[config.mk]
export PLATFORM = sky130hd
export DESIGN_NAME = move_objeto_flat
export DESIGN_NICKNAME = d
export VERILOG_FILES = /design/src/rtl/move_objeto_pkg.sv /design/src/rtl/move_objeto_if.sv /design/src/rtl/move_objeto_tick_divisor.sv /design/src/rtl/move_objeto.sv /design/src/flat_wrapper.sv
export SDC_FILE = /design/constraint.sdc
export NUM_CORES = 1
export LEC_CHECK = 0
export CAP_MARGIN = 25
export CORE_AREA = 3 3 105 107
export CTS_CLUSTER_SIZE = 28
export DETAILED_ROUTE_END_ITERATION = 12
export DIE_AREA = 0 0 108 110
export GPL_TIMING_DRIVEN = 0
export HOLD_SLACK_MARGIN = 0.08
export MAX_ROUTING_LAYER = met4
export PLACE_DENSITY_LB_ADDON = 0.3
export SETUP_SLACK_MARGIN = 0.3
export SLEW_MARGIN = 20
export SYNTH_ARGS = -nofsm -noshare
export SYNTH_HDL_FRONTEND = slang
export SYNTH_SLANG_ARGS = --single-unit
[constraint.sdc]
create_clock -name VGA_clk -period 6.5 [get_ports VGA_clk]
set_clock_uncertainty 0.15 [all_clocks]
set_input_delay 1.625 -clock VGA_clk [delete_from_list [all_inputs] [get_ports VGA_clk]]
set_output_delay 1.625 -clock VGA_clk [all_outputs]
set_load 0.01 [all_outputs]
[src/rtl/move_objeto_pkg.sv]
// move_objeto_pkg: shared FSM encoding, monitor bounds, key-vector bit order and clamp helpers
package move_objeto_pkg;
    typedef enum logic [1:0] {IDLE = 2'd0, MOVE = 2'd1, SETTLE_A = 2'd2, SETTLE_B = 2'd3} state_t;
    localparam int MON_W   = 640;
    localparam int MON_H   = 480;
    localparam int K_RIGHT = 0;
    localparam int K_LEFT  = 1;
    localparam int K_DOWN  = 2;
    localparam int K_UP    = 3;
    function automatic logic [10:0] step_up(input logic [10:0] pos, input logic [10:0] step, input logic [10:0] lim);
        return (pos + step > lim) ? lim : pos + step;
    endfunction
    function automatic logic [10:0] step_dn(input logic [10:0] pos, input logic [10:0] step);
        return (pos > step) ? pos - step : 11'd0;
    endfunction
endpackage

[src/rtl/move_objeto_if.sv]
// move_if: key levels and collision flags in, object position and step state out
interface move_if;
    logic       key_up;
    logic       key_down;
    logic       key_left;
    logic       key_right;
    logic       colisao_max_x;
    logic       colisao_min_x;
    logic       colisao_max_y;
    logic       colisao_min_y;
    logic [6:0] tamanho;
    logic [9:0] xPos;
    logic [8:0] yPos;
    logic [2:0] step_size;
    logic       moving;
    modport master (
        output key_up, key_down, key_left, key_right,
        output colisao_max_x, colisao_min_x, colisao_max_y, colisao_min_y, tamanho,
        input  xPos, yPos, step_size, moving
    );
    modport slave (
        input  key_up, key_down, key_left, key_right,
        input  colisao_max_x, colisao_min_x, colisao_max_y, colisao_min_y, tamanho,
        output xPos, yPos, step_size, moving
    );
endinterface

[src/rtl/move_objeto_tick_divisor.sv]
// tick_divisor: free-running 0..CLK_DIV-1 prescaler, tick high on the terminal count
module tick_divisor #(
    parameter int CLK_DIV = 416667
) (
    input  logic VGA_clk,
    input  logic rst_n,
    output logic tick
);
    localparam int CW = $clog2(CLK_DIV);
    logic [CW-1:0] r_cnt;
    assign tick = r_cnt == CW'(CLK_DIV - 1);
    always_ff @(posedge VGA_clk or negedge rst_n)
        if (!rst_n) r_cnt <= '0;
        else        r_cnt <= tick ? '0 : r_cnt + CW'(1);
endmodule

[src/rtl/move_objeto.sv]
// move_objeto: arrow-key position controller, one move per tick, accelerates while the key set is held
module move_objeto
    import move_objeto_pkg::*;
#(
    parameter int CLK_DIV    = 416667,
    parameter int STEP_MIN   = 1,
    parameter int STEP_MAX   = 4,
    parameter int HOLD_TICKS = 30,
    parameter int X_INIT     = 320,
    parameter int Y_INIT     = 240,
    parameter int X_MAX      = MON_W,
    parameter int Y_MAX      = MON_H
) (
    input logic   VGA_clk,
    input logic   rst_n,
    move_if.slave bus
);
    localparam int HW = $clog2(HOLD_TICKS + 1);
    state_t        r_state;
    logic [9:0]    r_x;
    logic [8:0]    r_y;
    logic [2:0]    r_step;
    logic          r_moving;
    logic [HW-1:0] r_hold;
    logic [3:0]    r_last;
    logic          w_tick;
    logic [3:0]    w_keys;
    logic          w_go_r, w_go_l, w_go_d, w_go_u, w_same, w_hold_done;
    logic [10:0]   w_step;
    logic [9:0]    w_x;
    logic [8:0]    w_y;
    logic [2:0]    w_step_inc;
    tick_divisor #(.CLK_DIV(CLK_DIV)) u_div (.VGA_clk(VGA_clk), .rst_n(rst_n), .tick(w_tick));
    assign w_keys      = {bus.key_up, bus.key_down, bus.key_left, bus.key_right};
    assign w_step      = 11'(r_step);
    assign w_go_r      = w_keys[K_RIGHT] & ~w_keys[K_LEFT] & ~bus.colisao_max_x;
    assign w_go_l      = w_keys[K_LEFT] & ~w_keys[K_RIGHT] & ~bus.colisao_min_x;
    assign w_go_d      = w_keys[K_DOWN] & ~w_keys[K_UP] & ~bus.colisao_max_y;
    assign w_go_u      = w_keys[K_UP] & ~w_keys[K_DOWN] & ~bus.colisao_min_y;
    // Clamp in 11 bits first so neither edge can wrap, then narrow to the output width
    assign w_x = w_go_r ? 10'(step_up(11'(r_x), w_step, 11'(X_MAX) - 11'(bus.tamanho)))
               : w_go_l ? 10'(step_dn(11'(r_x), w_step)) : r_x;
    assign w_y = w_go_d ? 9'(step_up(11'(r_y), w_step, 11'(Y_MAX) - 11'(bus.tamanho)))
               : w_go_u ? 9'(step_dn(11'(r_y), w_step)) : r_y;
    assign w_same      = w_keys == r_last;
    assign w_hold_done = r_hold == HW'(HOLD_TICKS - 1);
    assign w_step_inc  = (r_step >= 3'(STEP_MAX)) ? r_step : r_step + 3'd1;
    always_ff @(posedge VGA_clk or negedge rst_n)
        if (!rst_n) begin
            r_state  <= IDLE;
            r_x      <= 10'(X_INIT);
            r_y      <= 9'(Y_INIT);
            r_step   <= 3'(STEP_MIN);
            r_moving <= 1'b0;
            r_hold   <= '0;
            r_last   <= '0;
        end else
            case (r_state)
                IDLE:
                    if (w_tick && |w_keys) r_state <= MOVE;
                    else if (w_tick) begin
                        r_moving <= 1'b0;
                        r_step   <= 3'(STEP_MIN);
                        r_hold   <= '0;
                        r_last   <= '0;
                    end
                MOVE: begin
                    r_x      <= w_x;
                    r_y      <= w_y;
                    r_moving <= (w_x != r_x) || (w_y != r_y);
                    r_last   <= w_keys;
                    r_hold   <= (!w_same || w_hold_done) ? '0 : r_hold + HW'(1);
                    r_step   <= !w_same ? 3'(STEP_MIN) : w_hold_done ? w_step_inc : r_step;
                    r_state  <= SETTLE_A;
                end
                // Two idle cycles give the negedge-registered collision checker time to see the new position
                SETTLE_A: r_state <= SETTLE_B;
                default:  r_state <= IDLE;
            endcase
    assign bus.xPos      = r_x;
    assign bus.yPos      = r_y;
    assign bus.step_size = r_step;
    assign bus.moving    = r_moving;
endmodule
[src/flat_wrapper.sv]
// flat-port wrapper written by rule: the top's interface ports become plain ports
module move_objeto_flat import move_objeto_pkg::*;
#(
    parameter int CLK_DIV    = 416667,
    parameter int STEP_MIN   = 1,
    parameter int STEP_MAX   = 4,
    parameter int HOLD_TICKS = 30,
    parameter int X_INIT     = 320,
    parameter int Y_INIT     = 240,
    parameter int X_MAX      = MON_W,
    parameter int Y_MAX      = MON_H
)
  (VGA_clk, rst_n, bus_key_up, bus_key_down, bus_key_left, bus_key_right, bus_colisao_max_x, bus_colisao_min_x, bus_colisao_max_y, bus_colisao_min_y, bus_tamanho, bus_xPos, bus_yPos, bus_step_size, bus_moving);
  move_if bus_i ();
  input logic VGA_clk;
  input logic rst_n;
  input wire logic [$bits(bus_i.key_up)-1:0] bus_key_up;
  input wire logic [$bits(bus_i.key_down)-1:0] bus_key_down;
  input wire logic [$bits(bus_i.key_left)-1:0] bus_key_left;
  input wire logic [$bits(bus_i.key_right)-1:0] bus_key_right;
  input wire logic [$bits(bus_i.colisao_max_x)-1:0] bus_colisao_max_x;
  input wire logic [$bits(bus_i.colisao_min_x)-1:0] bus_colisao_min_x;
  input wire logic [$bits(bus_i.colisao_max_y)-1:0] bus_colisao_max_y;
  input wire logic [$bits(bus_i.colisao_min_y)-1:0] bus_colisao_min_y;
  input wire logic [$bits(bus_i.tamanho)-1:0] bus_tamanho;
  output wire logic [$bits(bus_i.xPos)-1:0] bus_xPos;
  output wire logic [$bits(bus_i.yPos)-1:0] bus_yPos;
  output wire logic [$bits(bus_i.step_size)-1:0] bus_step_size;
  output wire logic [$bits(bus_i.moving)-1:0] bus_moving;
  assign bus_i.key_up = bus_key_up;
  assign bus_i.key_down = bus_key_down;
  assign bus_i.key_left = bus_key_left;
  assign bus_i.key_right = bus_key_right;
  assign bus_i.colisao_max_x = bus_colisao_max_x;
  assign bus_i.colisao_min_x = bus_colisao_min_x;
  assign bus_i.colisao_max_y = bus_colisao_max_y;
  assign bus_i.colisao_min_y = bus_colisao_min_y;
  assign bus_i.tamanho = bus_tamanho;
  assign bus_xPos = bus_i.xPos;
  assign bus_yPos = bus_i.yPos;
  assign bus_step_size = bus_i.step_size;
  assign bus_moving = bus_i.moving;
  move_objeto #(.CLK_DIV(CLK_DIV), .STEP_MIN(STEP_MIN), .STEP_MAX(STEP_MAX), .HOLD_TICKS(HOLD_TICKS), .X_INIT(X_INIT), .Y_INIT(Y_INIT), .X_MAX(X_MAX), .Y_MAX(Y_MAX)) u_core (.VGA_clk(VGA_clk), .rst_n(rst_n), .bus(bus_i));
endmodule
Word-level counts from Yosys, hierarchy flattened

Cells that the tools add are included.

Register bits: 53
Word-level logic and storage cells: 86

Add/subtract/negate cells: 9
$lt $le $gt $ge: 5
Equal/unequal tests: 12
Mux-type cells: 27
Bitwise operators: 16
Reduce and logical (&&, ||, !) cells: 9

Operators with widths:

| kind                                               | number |
|---|---|
| 2-to-1 mux 10 bit                                  | 4 |
| 2-to-1 mux 9 bit                                   | 4 |
| adder 19 x 1 -> 19 bit (second input constant)     | 1 |
| == test 19 bit (second input constant)             | 1 |
| 2-to-1 mux 19 bit                                  | 1 |
| 2-to-1 mux 3 bit                                   | 5 |
| 2-to-1 mux 5 bit                                   | 3 |
| adder 10 x 3 -> 11 bit                             | 1 |
| > comparator 10 x 11 -> 1 bit                      | 1 |
| > comparator 11 bit                                | 1 |
| subtractor 10 x 7 -> 11 bit (first input constant) | 1 |
| adder 9 x 3 -> 10 bit                              | 1 |
| > comparator 10 x 3 -> 1 bit                       | 1 |
| inequality test 10 bit                             | 1 |
| case mux 5 bit (2 select lines)                    | 1 |
| subtractor 10 x 3 -> 10 bit                        | 1 |
| subtractor 9 x 7 -> 10 bit (first input constant)  | 1 |
| > comparator 9 x 3 -> 1 bit                        | 1 |
| inequality test 9 bit                              | 1 |
| subtractor 9 x 3 -> 9 bit                          | 1 |
| AND 1 bit                                          | 8 |
| 2-to-1 mux 4 bit                                   | 2 |
| inverter 1 bit                                     | 8 |
| case mux 4 bit (2 select lines)                    | 1 |
| 23 further kinds                                   | 27 |

Logic depth before layout (Yosys ltp)

Gate-level depths: netlist (run 1).

Depth after elaboration: 8
Depth in mapped cells: 19

By module

A second synthesis (run 1) with hierarchy kept.

Cells, all modules: 606
Area, all modules: 4,972.3 um^2

Modules (own cells, without submodules):

| module       | times used | cells each | area an instance (um^2) | seq. area each (um^2) |
|---|---|---|---|---|
| move_objeto  | 1          | 515        | 4,017.6                 | 859.6 |
| tick_divisor | 1          | 91         | 954.7                   | 475.5 |

Least setup slack after synthesis (run 1)

OpenSTA, ideal clock, no wires.

Path type: input-to-reg
Start: input port bus_tamanho[0]
End: register u_core.r_moving, in the netlist u_core.bus.moving
Library setup time: 0.134 ns
Data arrival time: 5.115 ns
Data required time: 6.216 ns
Path slack: 1.102 ns
Stages on the path: 15
Path buffers: 0
Cell sequence: inv_1 ha_1 or4b_1 o21a_1 or2_2 ha_1 and4_1 a21boi_0 o41ai_1 a21oi_1 nor3_1 nor4_1 or4_1 nor4_2 a31oi_1

Word-level cells in the longest chain between the ends: 7
Elaborated cells on any way between the ends: 12
Classes of those cells: add/sub (2); order compare (2); eq/ne (2); mux (5); reduce/logical (1)

Ends and longest elaborated chain:

| what                                                                             | RTL line                             | text |
|---|---|---|
| start: declaration                                                               | flat_wrapper.sv:25                   | `input wire logic [$bits(bus_i.tamanho)-1:0] bus_tamanho;` |
| subtractor 10 x 7 -> 11 bit / subtractor 9 x 7 -> 10 bit (equally long branches) | move_objeto.sv:41, move_objeto.sv:43 |  |
| > comparator 11 bit / > comparator 10 x 11 -> 1 bit (equally long branches)      | move_objeto_pkg.sv:11                | `return (pos + step > lim) ? lim : pos + step;` |
| 2-to-1 mux 10 bit / 2-to-1 mux 9 bit (equally long branches)                     | move_objeto_pkg.sv:11                |  |
| 2-to-1 mux 10 bit / 2-to-1 mux 9 bit (equally long branches)                     | move_objeto.sv:41, move_objeto.sv:43 |  |
| inequality test 10 bit / inequality test 9 bit (equally long branches)           | move_objeto.sv:70                    | `r_moving <= (w_x != r_x) \|\| (w_y != r_y);` |
| logical OR 1 bit *                                                               | move_objeto.sv:70                    |  |
| case mux 1 bit (2 select lines) *                                                | move_objeto.sv:58                    | `case (r_state)` |
| end signal: assignment                                                           | move_objeto.sv:70                    |  |
| end: declaration                                                                 | move_objeto.sv:23                    | `logic r_moving;` |

Mark *: on every way between the ends. The rest lies on a longest branch, timed or not.
A chain may end at the register's enable or synchronous reset.

Final worst setup path (run 1)

Ends and elaborated chain as after synthesis.

==> out/qor.yml, run 1 <==
outcome:
  outcome: "finished clean"
critical_path:
  critPathLaunchType: "primary input"
  worstSetupEndpointType: "flip-flop"
  reg2reg_slack_ps: 1310
  crit_start: "bus_tamanho[0]"
  worstRegToRegCells: 18
  r2r-end: "u_core.bus.moving$_DFFE_PN0P_"
  cp_data_arrival_time_ps: 6140
  path_cells: "dlygate4sd2_1 -> inv_1 -> ha_1 -> or4b_1 -> o21a_1 -> or2_2 -> ha_1 -> and4_1 -> a21boi_0 -> o41ai_2 -> a21oi_2 -> nor3_1 -> nor4_1 -> or4_1 -> nor4_2 -> a31oi_1"
  r2r-start: "u_core.bus.step_size[2]$_DFFE_PN0P_"
  crit_type: "in2reg"
  path_delay_family: "simple AND/OR/NAND/NOR gates"
  cp_data_required_time_ps: 6560
  crit_buf_inv: 2
  critPathMaxStageDelay_ps: 550
  path_depth: 16
  slowest_stage: "or4b_1"
  cp_common_cell: "ha_1"
  crit_fanout: 7
  worstSetupEndpoint: "u_core.bus.moving$_DFFE_PN0P_"
floorplanning:
  die-width_um: 108
  fp.dieH_um: 110
  core-area_sq_um: 10200
  dieArea_sq_um: 11900
  rows: 37
  initial_core_util_pct: 49.2
  ios: 40
grt:
  gr-usage-all-layers_pct: 27.1
  grt_max_degree: 54
  grt_pass1_wl_um: 24600
  grt_pass1_vias: 4755
  antenna_found_initial: 0
  grt_overflow: 0
synth:
  yosys_warnings: 0
  async_reset_ff_share_pct: 100
  syn-num-nets: 664
  syn_inst: 606
  synth_top_family_by_area: "simple AND/OR/NAND/NOR gates"
  synth_top_area_cell: "dfrtp_1"
  ys_types: 78
  synth_area_per_cell_sq_um: 8.30
  synth_seq_cells: 53
  synth_compound_area_share_pct: 23.2
  synth-xor-area-share_pct: 8.53
  synth_fa_ha_area_share_pct: 10.8
  ys_top_cells_by_area: "dfrtp_1 (23%), ha_1 (9.2%), xnor2_1 (4.7%)"
  ys_seq_area_share_pct: 26.5
  muxShareOfSynthArea_pct: 2.46
  synthesis.area_sq_um: 5030
  synth_top_area_share_pct: 22.9
  synthSimpleGateAreaFrac_pct: 23.7
  synth_flop_cell: "dfrtp_1"
  synth_enable_flop_cells: 0
detailed_routing:
  vias_per_cell: 6.19
  post_drt_wl_per_cell_um: 19.3
  ant_nets: 0
  vias: 4878
  drc_errors: 0
  wirelength_um: 15200
  firstDrtPassIters: 5
  drt_iter0_drc: 371
cts:
  h-tree-depth: 2
  clk_latency_ps: 340
  clockBufferDepth: 2
  cts_tree: "done"
  cts-root-buf: "clkbuf_8"
  postCtsHoldBufs: 0
  clkSinkCount: 53
  cts.reportedPaths.clkPinSlew_ps: 110
  numCtsBuffers: 5
placed_design:
  dpl.hpwl_um: 11500
  gp_congestion: 1.01
  dpl_cell_area_sq_um: 5580
  portBuffers: 38
cells_and_area:
  drive_above_1_share_pct: 8.28
  syn_to_final_growth_pct: 13.0
  final_cell_area_sq_um: 5680
  antenna_cells: 0
  nets: 709
power_and_ir_drop:
  power_leakage_nw: 2.27
  total_power_mw: 0.636
  p_per_area_nw_per_um2: 112
  vdd_ir_drop_max_uv: 120
timing:
  max_slew_margin_pct: 30.4
  slew_violations: 0
  worst_pin_slew_ps: 1040
  hold_slack_ps: 345
  final-setup-viol-count: 0
  fmax_mhz: 165
  hold_viol_final: 0
  period_needed_ps: 6080
  period_share_pct: 93.5
  rsz0062_at_grt: "false"
hold_path:
  hold_class: "reg2reg"
run:
  drv_cap: 0
==> worst register-to-register path, cell delays in order (launching register included) <==
cell	delay (ps)
dfrtp_1	540
inv_1	150
ha_1	330
buf_2	190
nor3b_1	320
or3_1	180
clkbuf_1	250
nand3_1	140
xnor2_1	240
ha_1	280
and4_1	210
a21boi_0	140
o41ai_2	420
a21oi_2	230
nor3_1	350
nor4_1	110
or4_1	560
nor4_2	170
a31oi_1	110
==> layout make-up <==
| type | instances | area [sq um] |
|---|---|---|
| clock inverters | 3 | 26.3 |
| inverters | 30 | 113 |
| flip-flops and latches | 53 | 1340 |
| fillers | 981 | 4550 |
| multi-input cells | 493 | 3460 |
| repair buffers | 38 | 377 |
| clock buffers | 5 | 68.8 |
| plain buffers | 30 | 133 |
| well taps | 136 | 170 |
==> layout by cell type, fill, tap and decap left out, types with 4 or more instances in the layout <==
master / count
a21o_1: 5
a21oi_1: 38
a22o_1: 11
a31oi_1: 5
and2_1: 4
and3_1: 6
and4_1: 5
buf_2: 7
clkbuf_1: 21
clkbuf_8: 5
clkdlybuf4s50_1: 36
dfrtp_1: 46
dfstp_2: 7
fa_1: 4
ha_1: 37
inv_1: 30
mux2i_1: 9
nand2_1: 50
nand2b_1: 10
nand3_1: 20
nand4_1: 9
nor2_1: 50
nor2b_1: 6
nor3_1: 16
nor3b_1: 4
nor4_1: 6
o211ai_1: 10
o21ai_0: 36
o22ai_1: 7
o32ai_1: 6
or2_2: 6
or3_1: 7
or3b_2: 5
xnor2_1: 27
xor2_1: 22
==> per-stage QoR <==
step / util [%] / worst slack (ps) / setup TNS [ps] / std cells
global route: 55.6 / 332 / 0 / 788
global placement: 54.6 / -386 / -1290 / 780
finish: 55.6 / 422 / 0 / 788
floorplan: - / 1100 / 0 / 606
detailed placement: 54.5 / -444 / -1680 / 780
CTS: 55.6 / 563 / 0 / 788
==> logic make-up (layout without fill, tap and decap cells) <==
| kind of cell | count (synthesis) | in the layout |
|---|---|---|
| muxes | 12 | 12 |
| adders and majority gates | 41 | 41 |
| xor gates and xnor gates | 49 | 49 |
| DFF | 53 | 53 |
| and+or+nand+nor | 223 | 223 |
| buffers and inverters | 60 | 106 |
| AOI/OAI and AO/OA | 168 | 168 |
==> power breakdown <==
group	switching [mW]	internal, mW	leakage (nW)	total, mW
Combinational	0.0586	0.0367	1.55	0.0953
Clock	0.130	0.0787	0.0423	0.208
Sequential	0.00115	0.331	0.681	0.332
Total	0.190	0.446	2.27	0.636
==> registers in the layout, indices dropped and copies added (netlist names) <==
register / flops
u_core.u_div.r_cnt: 19
u_core.bus.xPos: 10
u_core.bus.yPos: 9
u_core.r_hold: 5
u_core.r_last: 4
u_core.bus.step_size: 3
u_core.r_state: 2
u_core.bus.moving: 1
==> synthesized netlist by cell type, types with 6 or more instances <==
cell type	n
inv_1	30
nand3_1	20
buf_2	7
mux2i_1	9
or2_2	6
xor2_1	22
nand2b_1	10
nand2_1	50
nand4_1	9
xnor2_1	27
nor4_1	6
o21ai_0	36
a22o_1	11
o22ai_1	7
nor2b_1	6
ha_1	37
and3_1	6
dfrtp_1	46
dfstp_2	7
nor2_1	50
o211ai_1	10
or3_1	7
o32ai_1	6
a21oi_1	39
nor3_1	16
clkbuf_1	21
==> worst min path at each step <==
stage	from	endpoint	depth (start not counted)	slack, ps
6_report	u_core.u_div.r_cnt[0]$_DFF_PN0_	u_core.u_div.r_cnt[0]$_DFF_PN0_	1	350
5_1_grt	u_core.r_last[0]$_DFFE_PN0P_	u_core.r_last[0]$_DFFE_PN0P_	2	380
4_1_cts	u_core.u_div.r_cnt[0]$_DFF_PN0_	u_core.u_div.r_cnt[0]$_DFF_PN0_	1	350
3_5_place_dp	u_core.r_last[0]$_DFFE_PN0P_	u_core.r_last[0]$_DFFE_PN0P_	2	340
3_3_place_gp	u_core.u_div.r_cnt[0]$_DFF_PN0_	u_core.u_div.r_cnt[0]$_DFF_PN0_	1	320
2_1_floorplan	u_core.u_div.r_cnt[0]$_DFF_PN0_	u_core.u_div.r_cnt[0]$_DFF_PN0_	1	300
==> metal layers <==
layer / share of wire (%) / global-route usage, %
met1: 44 / 36.3
met4: 2.3 / 8.12
met5: 0 / -
met2: 47 / 43.9
met3: 6.3 / 2.85
==> what timing repair did <==
action | CTS | global route
setup buffers | 0 | 0
endpoints found under the setup margin | 6 | 0
resized for setup | 4 | 0
(Power assumes the default switching activity.)
==> run 2, diff against run 1 <==
--- a/config.mk
+++ b/config.mk
@@ -7,6 +7,7 @@
 export LEC_CHECK = 0
 export CAP_MARGIN = 25
 export CORE_AREA = 3 3 105 107
+export CTS_CLUSTER_DIAMETER = 60
 export CTS_CLUSTER_SIZE = 28
 export DETAILED_ROUTE_END_ITERATION = 12
 export DIE_AREA = 0 0 108 110
==> results of run 2 <==
Same layout as run 1: the final DEF is identical, and so are final timing and power.
==> run 3, diff against run 2 <==
--- a/config.mk
+++ b/config.mk
@@ -11,7 +11,6 @@
 export CTS_CLUSTER_SIZE = 28
 export DETAILED_ROUTE_END_ITERATION = 12
 export DIE_AREA = 0 0 108 110
-export GPL_TIMING_DRIVEN = 0
 export HOLD_SLACK_MARGIN = 0.08
 export MAX_ROUTING_LAYER = met4
 export PLACE_DENSITY_LB_ADDON = 0.3
==> run 3 against run 2 <==
  * Sequential power barely moved
  * Hold slack improved by 10 ps
  * Total power rose by 1.2%
  * Cell area fell by 1.2%
  * Critical path type unchanged
  * Highest routed layer unchanged
  * Register-to-register slack improved by 230 ps
  * Clock power rose by 4%
  * Die area did not move
  * Setup slack improved by 140 ps
  * Critical path depth did not move
  * Count of clock-buffer cells in the layout rose by 1
  * Critical endpoint unchanged
==> out/qor.yml, run 3 (same netlist as run 1, synthesis figures left out) <==
detailed_routing:
  firstDrtPassIters: 5
  wirelength_um: 14600
  drc_errors: 0
  ant_nets: 0
  post_drt_wl_per_cell_um: 19.0
  vias_per_cell: 6.20
  vias: 4747
  drt_iter0_drc: 391
placed_design:
  portBuffers: 39
  dpl.hpwl_um: 11000
  gp_congestion: 0.989
  dpl_cell_area_sq_um: 5510
cts:
  clk_latency_ps: 320
  h-tree-depth: 2
  cts_tree: "done"
  cts.reportedPaths.clkPinSlew_ps: 110
  numCtsBuffers: 5
  clkSinkCount: 53
  postCtsHoldBufs: 0
  clockBufferDepth: 2
  cts-root-buf: "clkbuf_8"
critical_path:
  critPathLaunchType: "primary input"
  crit_type: "in2reg"
  crit_fanout: 6
  cp_data_required_time_ps: 6550
  worstSetupEndpointType: "flip-flop"
  cp_data_arrival_time_ps: 5980
floorplanning:
  fp.dieH_um: 110
  die-width_um: 108
  ios: 40
  initial_core_util_pct: 49.2
  rows: 37
  dieArea_sq_um: 11900
  core-area_sq_um: 10200
timing:
  fmax_mhz: 168
  max_slew_margin_pct: 40.5
  slew_violations: 0
  tns_ps: 0
  hold_viol_final: 0
  final-setup-viol-count: 0
  period_share_pct: 91.3
  rsz0062_at_grt: "false"
  worst_pin_slew_ps: 887
  period_needed_ps: 5940
power_and_ir_drop:
  p_per_area_nw_per_um2: 115
  total_power_mw: 0.643
  power_leakage_nw: 2.25
  vdd_ir_drop_max_uv: 99.1
grt:
  grt_pass1_vias: 4651
  grt_pass1_wl_um: 24000
  antenna_found_initial: 0
  grt_max_degree: 54
  grt_overflow: 0
  gr-usage-all-layers_pct: 26.0
cells_and_area:
  final_cell_area_sq_um: 5620
  drive_above_1_share_pct: 8.25
  top_register: "u_core.u_div.r_cnt"
  nets: 687
  antenna_cells: 0
  syn_to_final_growth_pct: 11.6
  largest_reg_flops: 19
  final_cell_mix: "nand2_1 (50), nor2_1 (50), dfrtp_1 (46)"
  fillers: 957
run:
  drv_cap: 0
outcome:
  outcome: "finished clean"
hold_path:
  hold_class: "reg2reg"
-- run 3: power by group --
part	internal, mW	total (mW)	switching (mW)
logic	0.0372	0.0947	0.0576
registers	0.331	0.332	0.00114
clock network	0.0890	0.217	0.128
total	0.457	0.643	0.186
-- run 3: path summary, 6_finish.rpt --
path,start,slack [ps],depth (start not counted),to
worst min register to register,u_core.u_div.r_cnt[0]$_DFF_PN0_,360,1,u_core.u_div.r_cnt[0]$_DFF_PN0_
worst max register to register,u_core.bus.step_size[0]$_DFFE_PN1P_,1540,16,u_core.bus.moving$_DFFE_PN0P_
worst max-delay path,bus_tamanho[0],560,16,u_core.bus.moving$_DFFE_PN0P_
max in group asynchronous,rst_n,4450,2,u_core.bus.yPos[0]$_DFFE_PN0P_
min in group asynchronous,rst_n,1270,2,u_core.bus.xPos[9]$_DFFE_PN0P_
worst min-delay path,u_core.u_div.r_cnt[0]$_DFF_PN0_,360,1,u_core.u_div.r_cnt[0]$_DFF_PN0_
-- run 3: area by class of cell --
| class | instances | area, sq um | share of cell area [%] |
|---|---|---|---|
| timing repair buffer | 46 | 438 | 7.80 |
| sequential | 53 | 1340 | 23.8 |
| inverter | 30 | 113 | 2.01 |
| clock buffer | 6 | 82.6 | 1.47 |
| multi-input combinational | 493 | 3460 | 61.6 |
| clock inverter | 2 | 17.5 | 0.312 |
| tap | 136 | 170 | 3.03 |
-- run 3: stage by stage --
| step | setup WS [ps] | hold WS (ps) | cells | utilization [%] |
|---|---|---|---|---|
| final | 564 | 356 | 766 | 54.9 |
| after CTS | 578 | 356 | 766 | 54.8 |
| after global placement | 367 | 324 | 758 | 53.8 |
| after global routing | 303 | 375 | 766 | 54.9 |
| after detailed placement | 254 | 334 | 758 | 53.8 |
| after floorplan | 1100 | 304 | 606 | - |
-- run 3: per-layer routing --
metal / part of all wire [%] / vias to the layer above / GRT usage [%]
met5: 0 / - / -
met4: 3.3 / 0 / 8.21
met3: 5.1 / 40 / 2.62
met2: 46 / 153 / 42.8
met1: 45 / 2284 / 34.1
li1: - / 2270 / -
-- run 3: worst max-delay path, stage by stage --
cell             delay [ps]
clkdlybuf4s50_1         430
inv_1                   160
ha_1                    230
or4b_1                  530
o21a_1                  230
or2_2                   310
ha_1                    280
and4_1                  220
a21boi_0                130
o41ai_1                 480
a21o_1                  300
a31o_2                  180
o211ai_1                 90
or4_1                   510
nor4_2                  160
a31oi_1                 110
-- run 3: repair_timing --
action,CTS,global route
setup endpoints to repair,0,1
setup buffers,0,0
resized for setup,0,2
hold endpoints to repair,0,0
